--- config.mk ---
export PLATFORM = sky130hd
export DESIGN_NAME = mem_port_arbiter
export DESIGN_NICKNAME = d
export VERILOG_FILES = /design/src/rtl/mem_arb_pkg.sv /design/src/rtl/arb_pick.sv /design/src/rtl/mem_port_arbiter.sv
export SDC_FILE = /design/constraint.sdc
export NUM_CORES = 1
export LEC_CHECK = 0
export CAP_MARGIN = 0
export CORE_MARGIN = 10
export CORE_UTILIZATION = 32
export DETAILED_ROUTE_END_ITERATION = 6
export PLACE_DENSITY = 0.79
export SYNTH_ARGS = -nofsm -noshare
export SYNTH_HDL_FRONTEND = slang
export SYNTH_HIERARCHICAL = 1
export SYNTH_SLANG_ARGS = --single-unit
--- constraint.sdc ---
create_clock -name clk -period 1.22 [get_ports clk]
set_input_delay 0.183 -clock clk [delete_from_list [all_inputs] [get_ports clk]]
set_output_delay 0.183 -clock clk [all_outputs]
set_load 0.05 [all_outputs]
--- src/rtl/mem_arb_pkg.sv ---
// Shared types for the I/D-cache memory port arbiter: FSM encoding and owner ids.
package mem_arb_pkg;

    typedef enum logic [1:0] {
        IDLE   = 2'd0,
        I_BUSY = 2'd1,
        D_BUSY = 2'd2,
        DRAIN  = 2'd3
    } state_t;

    localparam logic OWN_I = 1'b0;
    localparam logic OWN_D = 1'b1;

    function automatic state_t busy_state(input logic owner);
        return (owner == OWN_D) ? D_BUSY : I_BUSY;
    endfunction

endpackage

--- src/rtl/arb_pick.sv ---
// Combinational owner pick between the I- and D-cache strobes.
// Fixed D-over-I priority, or round-robin on ties when ARB_RR_EN is defined.
module arb_pick
    import mem_arb_pkg::*;
(
    input  logic i_strobe,
    input  logic d_strobe,
`ifdef ARB_RR_EN
    input  logic rr_last,
`endif
    output logic grant_valid,
    output logic grant_owner
);

    always_comb begin
        // NOTE: every output gets a default first so no path can infer a latch.
        grant_valid = i_strobe | d_strobe;
        grant_owner = OWN_I;
        if (d_strobe) begin
            grant_owner = OWN_D;
`ifdef ARB_RR_EN
            if (i_strobe && rr_last == OWN_D) begin
                grant_owner = OWN_I;
            end
`endif
        end
    end

endmodule

--- src/rtl/mem_port_arbiter.sv ---
// Shares one memory port between the I-cache and D-cache; grants one request at a time.
// Optional macro ARB_RR_EN selects round-robin tie breaking instead of D-over-I priority.
module mem_port_arbiter
    import mem_arb_pkg::*;
#(
    parameter int A_WIDTH = 32
) (
    input  logic               clk,
    input  logic               clrn,

    input  logic               i_strobe,
    input  logic [A_WIDTH-1:0] i_a,
    output logic               i_ready,
    output logic [31:0]        i_dout,

    input  logic               d_strobe,
    input  logic               d_rw,
    input  logic [3:0]         d_wen,
    input  logic [A_WIDTH-1:0] d_a,
    input  logic [31:0]        d_din,
    output logic               d_ready,
    output logic [31:0]        d_dout,

    output logic               m_strobe,
    output logic               m_rw,
    output logic [3:0]         m_wen,
    output logic [A_WIDTH-1:0] m_a,
    output logic [31:0]        m_din,
    input  logic [31:0]        m_dout,
    input  logic               m_ready
);

    state_t state;
    logic   grant_valid;
    logic   grant_owner;

`ifdef ARB_RR_EN
    logic rr_last;
`endif

    arb_pick u_pick (
        .i_strobe    (i_strobe),
        .d_strobe    (d_strobe),
`ifdef ARB_RR_EN
        .rr_last     (rr_last),
`endif
        .grant_valid (grant_valid),
        .grant_owner (grant_owner)
    );

    // NOTE: ready is combinational so the owner sees completion in the m_ready cycle itself.
    assign i_ready = m_ready & (state == I_BUSY);
    assign d_ready = m_ready & (state == D_BUSY);

    // Read data is unqualified; each cache qualifies it with its own ready.
    assign i_dout = m_dout;
    assign d_dout = m_dout;

    // NOTE: all state here uses non-blocking assignments so every register updates from pre-edge values.
    always_ff @(posedge clk or negedge clrn) begin
        if (!clrn) begin
            state    <= IDLE;
            m_strobe <= 1'b0;
            m_rw     <= 1'b0;
            m_wen    <= 4'b0000;
            m_a      <= '0;
            m_din    <= '0;
`ifdef ARB_RR_EN
            rr_last  <= OWN_I;
`endif
        end else begin
            case (state)
                IDLE: begin
                    if (grant_valid) begin
                        m_strobe <= 1'b1;
                        state    <= busy_state(grant_owner);
`ifdef ARB_RR_EN
                        rr_last  <= grant_owner;
`endif
                        if (grant_owner == OWN_D) begin
                            m_a   <= d_a;
                            m_rw  <= d_rw;
                            m_wen <= d_wen;
                            m_din <= d_din;
                        end else begin
                            m_a   <= i_a;
                            m_rw  <= 1'b0;
                            m_wen <= 4'b0000;
                            m_din <= '0;
                        end
                    end
                end
                // m_ready wins over a same-cycle strobe drop: that is a normal completion.
                I_BUSY: begin
                    if (m_ready) begin
                        m_strobe <= 1'b0;
                        state    <= IDLE;
                    end else if (!i_strobe) begin
                        state    <= DRAIN;
                    end
                end
                D_BUSY: begin
                    if (m_ready) begin
                        m_strobe <= 1'b0;
                        state    <= IDLE;
                    end else if (!d_strobe) begin
                        state    <= DRAIN;
                    end
                end
                DRAIN: begin
                    if (m_ready) begin
                        m_strobe <= 1'b0;
                        state    <= IDLE;
                    end
                end
                default: begin
                    m_strobe <= 1'b0;
                    state    <= IDLE;
                end
            endcase
        end
    end

    a_strobe_low_in_idle: assert property (
        @(posedge clk) disable iff (!clrn) (state == IDLE) |-> !m_strobe
    );

    a_port_held_while_busy: assert property (
        @(posedge clk) disable iff (!clrn)
        (state != IDLE && !m_ready) |=> (m_strobe && $stable(m_a) && $stable(m_rw) && $stable(m_wen))
    );

endmodule

==> results of run 1 <==
## how the worst min path moves through the flow
stage / startpoint / end / depth (start not counted)
after floorplan: clrn / m_a[0] / 0
after global placement: clrn / m_din[11] / 2
after detailed placement: clrn / m_din[20] / 2
after CTS: m_dout[28] / d_dout[28] / 0
after global routing: m_dout[3] / d_dout[3] / 0
final: m_dout[15] / d_dout[15] / 0
## logic make-up after synthesis
logic type	synth area share (%)
adders and majority gates	1.58
DFF	45.6
muxes	8.61
AOI/OAI and AO/OA	4.72
and+or+nand+nor	20.2
buffers and inverters	19.3
## state kept, by name, summed over array words and instances, names as in the netlist
name,cells
m_a,32
m_din,32
m_rw,1
m_strobe,1
m_wen,4
state,2
## cell usage after synthesis (all sizes together)
cell type,count,area [um^2]
a22o,1,8.76
and2,3,21.3
a22oi,1,7.51
clkbuf,4,45.0
nor2,1,3.75
dfrtp,72,1800
o21ai,32,160
nand3,38,340
buf,84,711
inv,2,7.51
nand2b,1,6.26
or2,1,6.26
nand2,110,413
ha,5,62.6
a21oi,2,10.0
mux2i,34,340
nor2b,1,6.26
## layout make-up
class / count / area [um^2]
flip-flops and latches: 72 / 1800
repair buffers: 224 / 3290
multi-input cells: 233 / 1900
inverters: 2 / 7.51
clock buffers: 12 / 246
well taps: 168 / 210
clock inverters: 3 / 42.5
fillers: 891 / 4560
## metrics by stage
stage	worst slack (ns)	TNS [ns]	hold WS (ns)	cell area [um^2]	instances
3_3_place_gp	-0.403	-23.21	0.253	6070	665
3_5_place_dp	-0.433	-24.92	0.270	6070	665
6_report	-0.282	-16.14	0.366	7510	714
4_1_cts	-0.285	-15.90	0.366	7130	715
2_1_floorplan	-0.000447	-0.00581	-0.113	3980	392
5_1_grt	-0.327	-20.07	0.366	7510	714
## per-layer routing
metal | part of all wire (%) | vias to the layer above
li1 | - | 1524
met1 | 39 | 1587
met2 | 50 | 165
met3 | 8.1 | 30
met4 | 2.3 | 0
met5 | 0 | -
## what timing repair did
action                                 CTS  global route
endpoints found under the hold margin   72             0
buffers inserted                        18             0
pin swaps                               15            55
gates cloned                            16             5
hold buffers                             1             0
gates resized for setup                 44           114
setup endpoints to repair               72            74
## power groups by stage
stage | clock network [mW] | registers [mW] | logic, mW
floorplan | 0 | 8.19 | 3.10
CTS | 2.68 | 4.86 | 15.2
global route | 2.78 | 5.34 | 16.7
detailed placement | 0 | 4.89 | 12.3
global placement | 0 | 4.82 | 12.2
finish | 2.62 | 5.18 | 16.1
## worst max-delay path: stages (launching register included)
cell and delay [ns]:
dfrtp_1 0.38, inv_2 0.06, buf_6 0.12, ha_4 0.15, and2_4 0.14, buf_12 0.14
==> results.json, run 1 <==
{
  "regToRegEndpoint": "m_din[17]",
  "power.total_mw": 23.9,
  "status": "finished, violations left",
  "routed_wire_length_per_instance_um": 19.9,
  "holdCritPathClass": "input pin to output pin",
  "clock_latency_reported_for_the_late_side_of_the_worst_skew_pair_ns": 0.34,
  "yosysUniqueCellTypes": 23,
  "number_of_setup_violations_in_the_final_report": 74,
  "grt.busiest_layer": "met2",
  "power.clock.fraction_pct": 11.0,
  "antenna_cells": 0,
  "timing.critical_path.required_ns": 1.04,
  "tritoncts.num_buffers": 9,
  "area_growth_pct": 90.0,
  "nNetsFinal": 685,
  "synth-seq-cells": 72,
  "critPathCaptureType": "output pin",
  "final.setup.worst_slack_ns": -0.282,
  "sw_frac_of_total_pct": 44.3,
  "die_height_um": 131,
  "cellPowerDensity_nw_per_um2": 3180,
  "worst-path-max-fanout": 3,
  "vdd_drop_max_uv": 1540,
  "htree_num_levels": 3,
  "fmax_achieved_mhz": 666,
  "rr_startpoint": "state[1]",
  "final_number_of_hold_violating_endpoints": 0,
  "yosys_warnings": 6,
  "worstSetupStartpointType": "flip-flop",
  "most_frequent_standard_cell_in_the_layout_excluding_fill_and_tap_cells": "clkdlybuf4s50_1",
  "max_slew_violation_count": 0,
  "route.detailed.vias_per_inst": 4.63,
  "path_class": "flip-flop to output pin",
  "final.period_utilization_pct": 123,
  "skew_ns": 0.00477,
  "globalplace.congestion": 0.769,
  "final_period_minus_worst_setup_slack_ns": 1.50,
  "grt_util_all_layers_pct": 15.7,
  "power.share.sequential_pct": 21.7,
  "drv_cap": 0,
  "max-slew-margin-rel_pct": 61.8,
  "grt_first_pass_wirelength_mm": 21.5,
  "synth-seq-area-share_pct": 45.6,
  "mappedNetlistNets": 535,
  "start_util_pct": 32.8,
  "reg2reg_slack_ns": -0.27,
  "synth_cells": 392,
  "antenna_found_initial": 0,
  "tritoncts_num_sinks": 72,
  "timing.critical_path.from": "state[1]",
  "postRouteWirelength_mm": 14.2,
  "routed-via-count": 3306,
  "final_core_utilization_pct": 62.2,
  "die_width_um": 131,
  "groute.layer.met3.usage_pct": 6.86,
  "layout-drive-gt1-share_pct": 48.4,
  "maximum_number_of_pins_on_one_net_before_global_route_repair": 38,
  "fp.coreArea_um2": 12100,
  "post-dp-hpwl_mm": 9.08,
  "antenna_violating_nets_post_route": 0,
  "max_slew.worst_pin.slew_ns": 0.573,
  "static-leakage-power_nw": 3.44,
  "first_global_vias": 3727,
  "drt_first_iter_violations": 139,
  "first_pass_iters": 4,
  "die-area_um2": 17200,
  "power_frac_comb_pct": 67.3,
  "post_synth.cell_area_avg_um2": 10.1,
  "cts.root.buffer_cell": "clkbuf_16",
  "synthesized_cell_area_um2": 3950,
  "ff2ff_path_depth": 9,
  "power_switching_mw": 10.6,
  "gr-usage-met1_pct": 17.5,
  "num_ports": 274,
  "max-clock-path-buffers": 2,
  "failed_checks": "setup timing",
  "grt-ovfl-total": 0,
  "fp-row-count": 40,
  "grt_use_met2_pct": 25.7,
  "intPower_mw": 13.3,
  "drc": 0,
  "cp_data_arrival_time_ns": 1.32,
  "endpoint": "i_ready",
  "cts_tree": "yes",
  "rsz0062_at_grt": "yes",
  "worst_setup_hold_path_clk_slew_ns": 0.06,
  "placement.io_buffers": 177,
  "final_cell_mix": "clkdlybuf4s50_1, buf_12, dfrtp_1, nand2_2, nand2_1"
}
Power figures use the tool's default switching activity.
==> run 2: changes to the inputs <==
CORE_UTILIZATION = 30   (was 32)
SYNTH_HIERARCHICAL = unset   (was 1)
==> results.json, run 2 <==
{
  "status": "finished, violations left",
  "failed_checks": "setup timing",
  "fp-row-count": 39,
  "synth-seq-area-share_pct": 51.4,
  "synth_top_cells_by_count": "dfrtp_1, buf_4, a22o_1",
  "fin_hold_ws_ns": 0.235,
  "first_global_vias": 3059,
  "cp_slowest_cell": "or3b_4",
  "layout-drive-gt1-share_pct": 38.8,
  "critPathCaptureType": "flip-flop",
  "routed-via-count": 2950,
  "cp_data_arrival_time_ns": 1.77,
  "final_core_utilization_pct": 59.5,
  "mappedNetlistNets": 454,
  "synth-edff-count": 0,
  "critPathTopFamily": "simple AND/OR/NAND/NOR gates",
  "post_synthesis_async_set_or_reset_flop_share_pct": 100,
  "netlist_top_cells_area": "dfrtp_1, buf_4, mux2i_1",
  "tritoncts.num_buffers": 9,
  "number_of_setup_violations_in_the_final_report": 74,
  "fp.coreArea_um2": 11400,
  "max-clock-path-buffers": 2,
  "crit_chain": "inv_2 > buf_6 > ha_4 > or3b_4 > o211ai_4 > mux2i_1",
  "worst-path-max-fanout": 3,
  "timing.critical_path.required_ns": 1.46,
  "clock_latency_reported_for_the_late_side_of_the_worst_skew_pair_ns": 0.33,
  "path_class": "flip-flop to flip-flop",
  "placement.io_buffers": 177,
  "most_frequent_standard_cell_in_the_layout_excluding_fill_and_tap_cells": "clkdlybuf4s50_1",
  "power.total_mw": 21.3,
  "power.clock.fraction_pct": 14.4,
  "final_number_of_hold_violating_endpoints": 0,
  "antenna_cells": 0,
  "skew_ns": 0.00503,
  "start_util_pct": 30.7,
  "synth_flop_cell": "dfrtp_1",
  "final_cell_mix": "clkdlybuf4s50_1, buf_12, dfrtp_1, a22o_1, mux2i_1",
  "die_width_um": 128,
  "synth_cells": 311,
  "synth_largest_area_cell": "dfrtp_1",
  "final.period_utilization_pct": 126,
  "post-dp-hpwl_mm": 8.57,
  "synth_most_common_cell": "dfrtp_1",
  "post-synth-top-area-fraction_pct": 51.4,
  "largestRegisters": "m_a (32), m_din (32), m_wen (4)",
  "power_switching_mw": 9.06,
  "fmax_achieved_mhz": 652,
  "worst_path_largest_cell_delay_ns": 0.40,
  "synth-seq-cells": 72,
  "htree_num_levels": 3,
  "intPower_mw": 12.3,
  "power_frac_comb_pct": 63.1,
  "drt_first_iter_violations": 108,
  "worst_setup_hold_path_clk_slew_ns": 0.06,
  "tritoncts_num_sinks": 72,
  "worstSetupStartpointType": "flip-flop",
  "rsz0062_at_grt": "yes",
  "die-area_um2": 16400,
  "max_slew_violation_count": 0,
  "static-leakage-power_nw": 3.04,
  "synthesized_cell_area_um2": 3510,
  "first_pass_iters": 4,
  "nNetsFinal": 597,
  "stdcell_count": 602,
  "grt-ovfl-total": 0,
  "grt_util_all_layers_pct": 13.6,
  "final.setup.worst_slack_ns": -0.313,
  "place_inst": 562,
  "sw_frac_of_total_pct": 42.4,
  "die_height_um": 128,
  "postRouteWirelength_mm": 13.3,
  "power.share.sequential_pct": 22.5,
  "count_of_buffering_cells_on_the_critical_path_with_inverters_included": 2,
  "final_period_minus_worst_setup_slack_ns": 1.53,
  "antenna_violating_nets_post_route": 0,
  "antenna_found_initial": 0,
  "vdd_drop_max_uv": 1800,
  "drc": 0,
  "area_growth_pct": 93.6,
  "cellPowerDensity_nw_per_um2": 3140,
  "post_synth.cell_area_avg_um2": 11.3,
  "yosys_warnings": 0,
  "route.detailed.vias_per_inst": 4.90,
  "globalplace.congestion": 0.788,
  "cts.root.buffer_cell": "clkbuf_16",
  "num_ports": 274,
  "max-slew-margin-rel_pct": 69.8,
  "max_slew.worst_pin.slew_ns": 0.451,
  "routed_wire_length_per_instance_um": 22.0,
  "holdCritPathClass": "input pin to async pin",
  "drv_cap": 0,
  "yosysUniqueCellTypes": 21,
  "cts_tree": "yes",
  "maximum_number_of_pins_on_one_net_before_global_route_repair": 38,
  "grt_first_pass_wirelength_mm": 17.6
}
-- run 2: cell count changes after synthesis, sizes merged, moves of 4 or more --
cell | previous run | this run
a22o | 1 | 38
nand3 | 38 | 0
buf | 84 | 80
nand2 | 110 | 33
-- run 2: power groups by stage --
stage / Combinational, mW / Sequential [mW] / Clock, mW
floorplan: 2.87 / 7.70 / 0
global placement: 11.2 / 4.64 / 0
detailed placement: 11.4 / 4.71 / 0
CTS: 12.1 / 4.68 / 3.17
global route: 14.0 / 4.93 / 3.27
finish: 13.5 / 4.81 / 3.07
-- run 2: through the flow --
step	instance area [um^2]	setup WS, ns	setup TNS (ns)
finish	6790	-0.313	-16.77
global route	6790	-0.353	-20.42
CTS	6320	-0.314	-20.27
detailed placement	5780	-0.324	-13.41
global placement	5780	-0.231	-11.40
floorplan	3600	-0.123	-4.00
-- run 2: repair_timing --
| item | in CTS | in global routing |
|---|---|---|
| endpoints found under the hold margin | 72 | 0 |
| pin swaps | 2 | 57 |
| buffers inserted | 3 | 1 |
| setup endpoints to repair | 74 | 74 |
| hold buffers | 1 | 0 |
| cloned | 4 | 16 |
| gates resized for setup | 14 | 62 |
-- run 2: cell type report --
type,instances,area (um^2)
sequential,72,1800
multi-input combinational,156,1380
fill,874,4630
inverter,2,7.51
tap,143,179
clock inverter,6,115
clock buffer,10,229
timing repair buffer,213,3080
-- run 2: logic make-up after synthesis --
group / Yosys count / share of synthesized area (%)
adder cells (fa/ha/maj): 5 / 1.78
AND/OR/NAND/NOR: 40 / 4.89
multiplexers: 34 / 9.70
flip-flops: 72 / 51.4
buffers and inverters: 85 / 17.2
AO/OA/AOI/OAI: 75 / 15.1
-- run 2: worst paths after layout --
check | start | end | slack [ns] | cells after the start
worst max-delay path | state[0] | state[1] | -0.31 | 6
worst min-delay path | clrn | m_a[23] | 0.24 | 2
worst max register to register | state[0] | state[1] | -0.31 | 6
worst min register to register | m_a[0] | m_a[0] | 0.54 | 2
max in group asynchronous | clrn | m_din[31] | 0.56 | 3
min in group clk | m_dout[15] | i_dout[15] | 0.37 | 0
-- run 2: metal layers --
layer	up-vias	share of wire (%)	GRT usage (%)
met5	-	0	0
met4	0	1.7	3.71
met3	27	9.8	6.74
met2	158	53	24.0
met1	1450	36	13.9
li1	1315	-	-
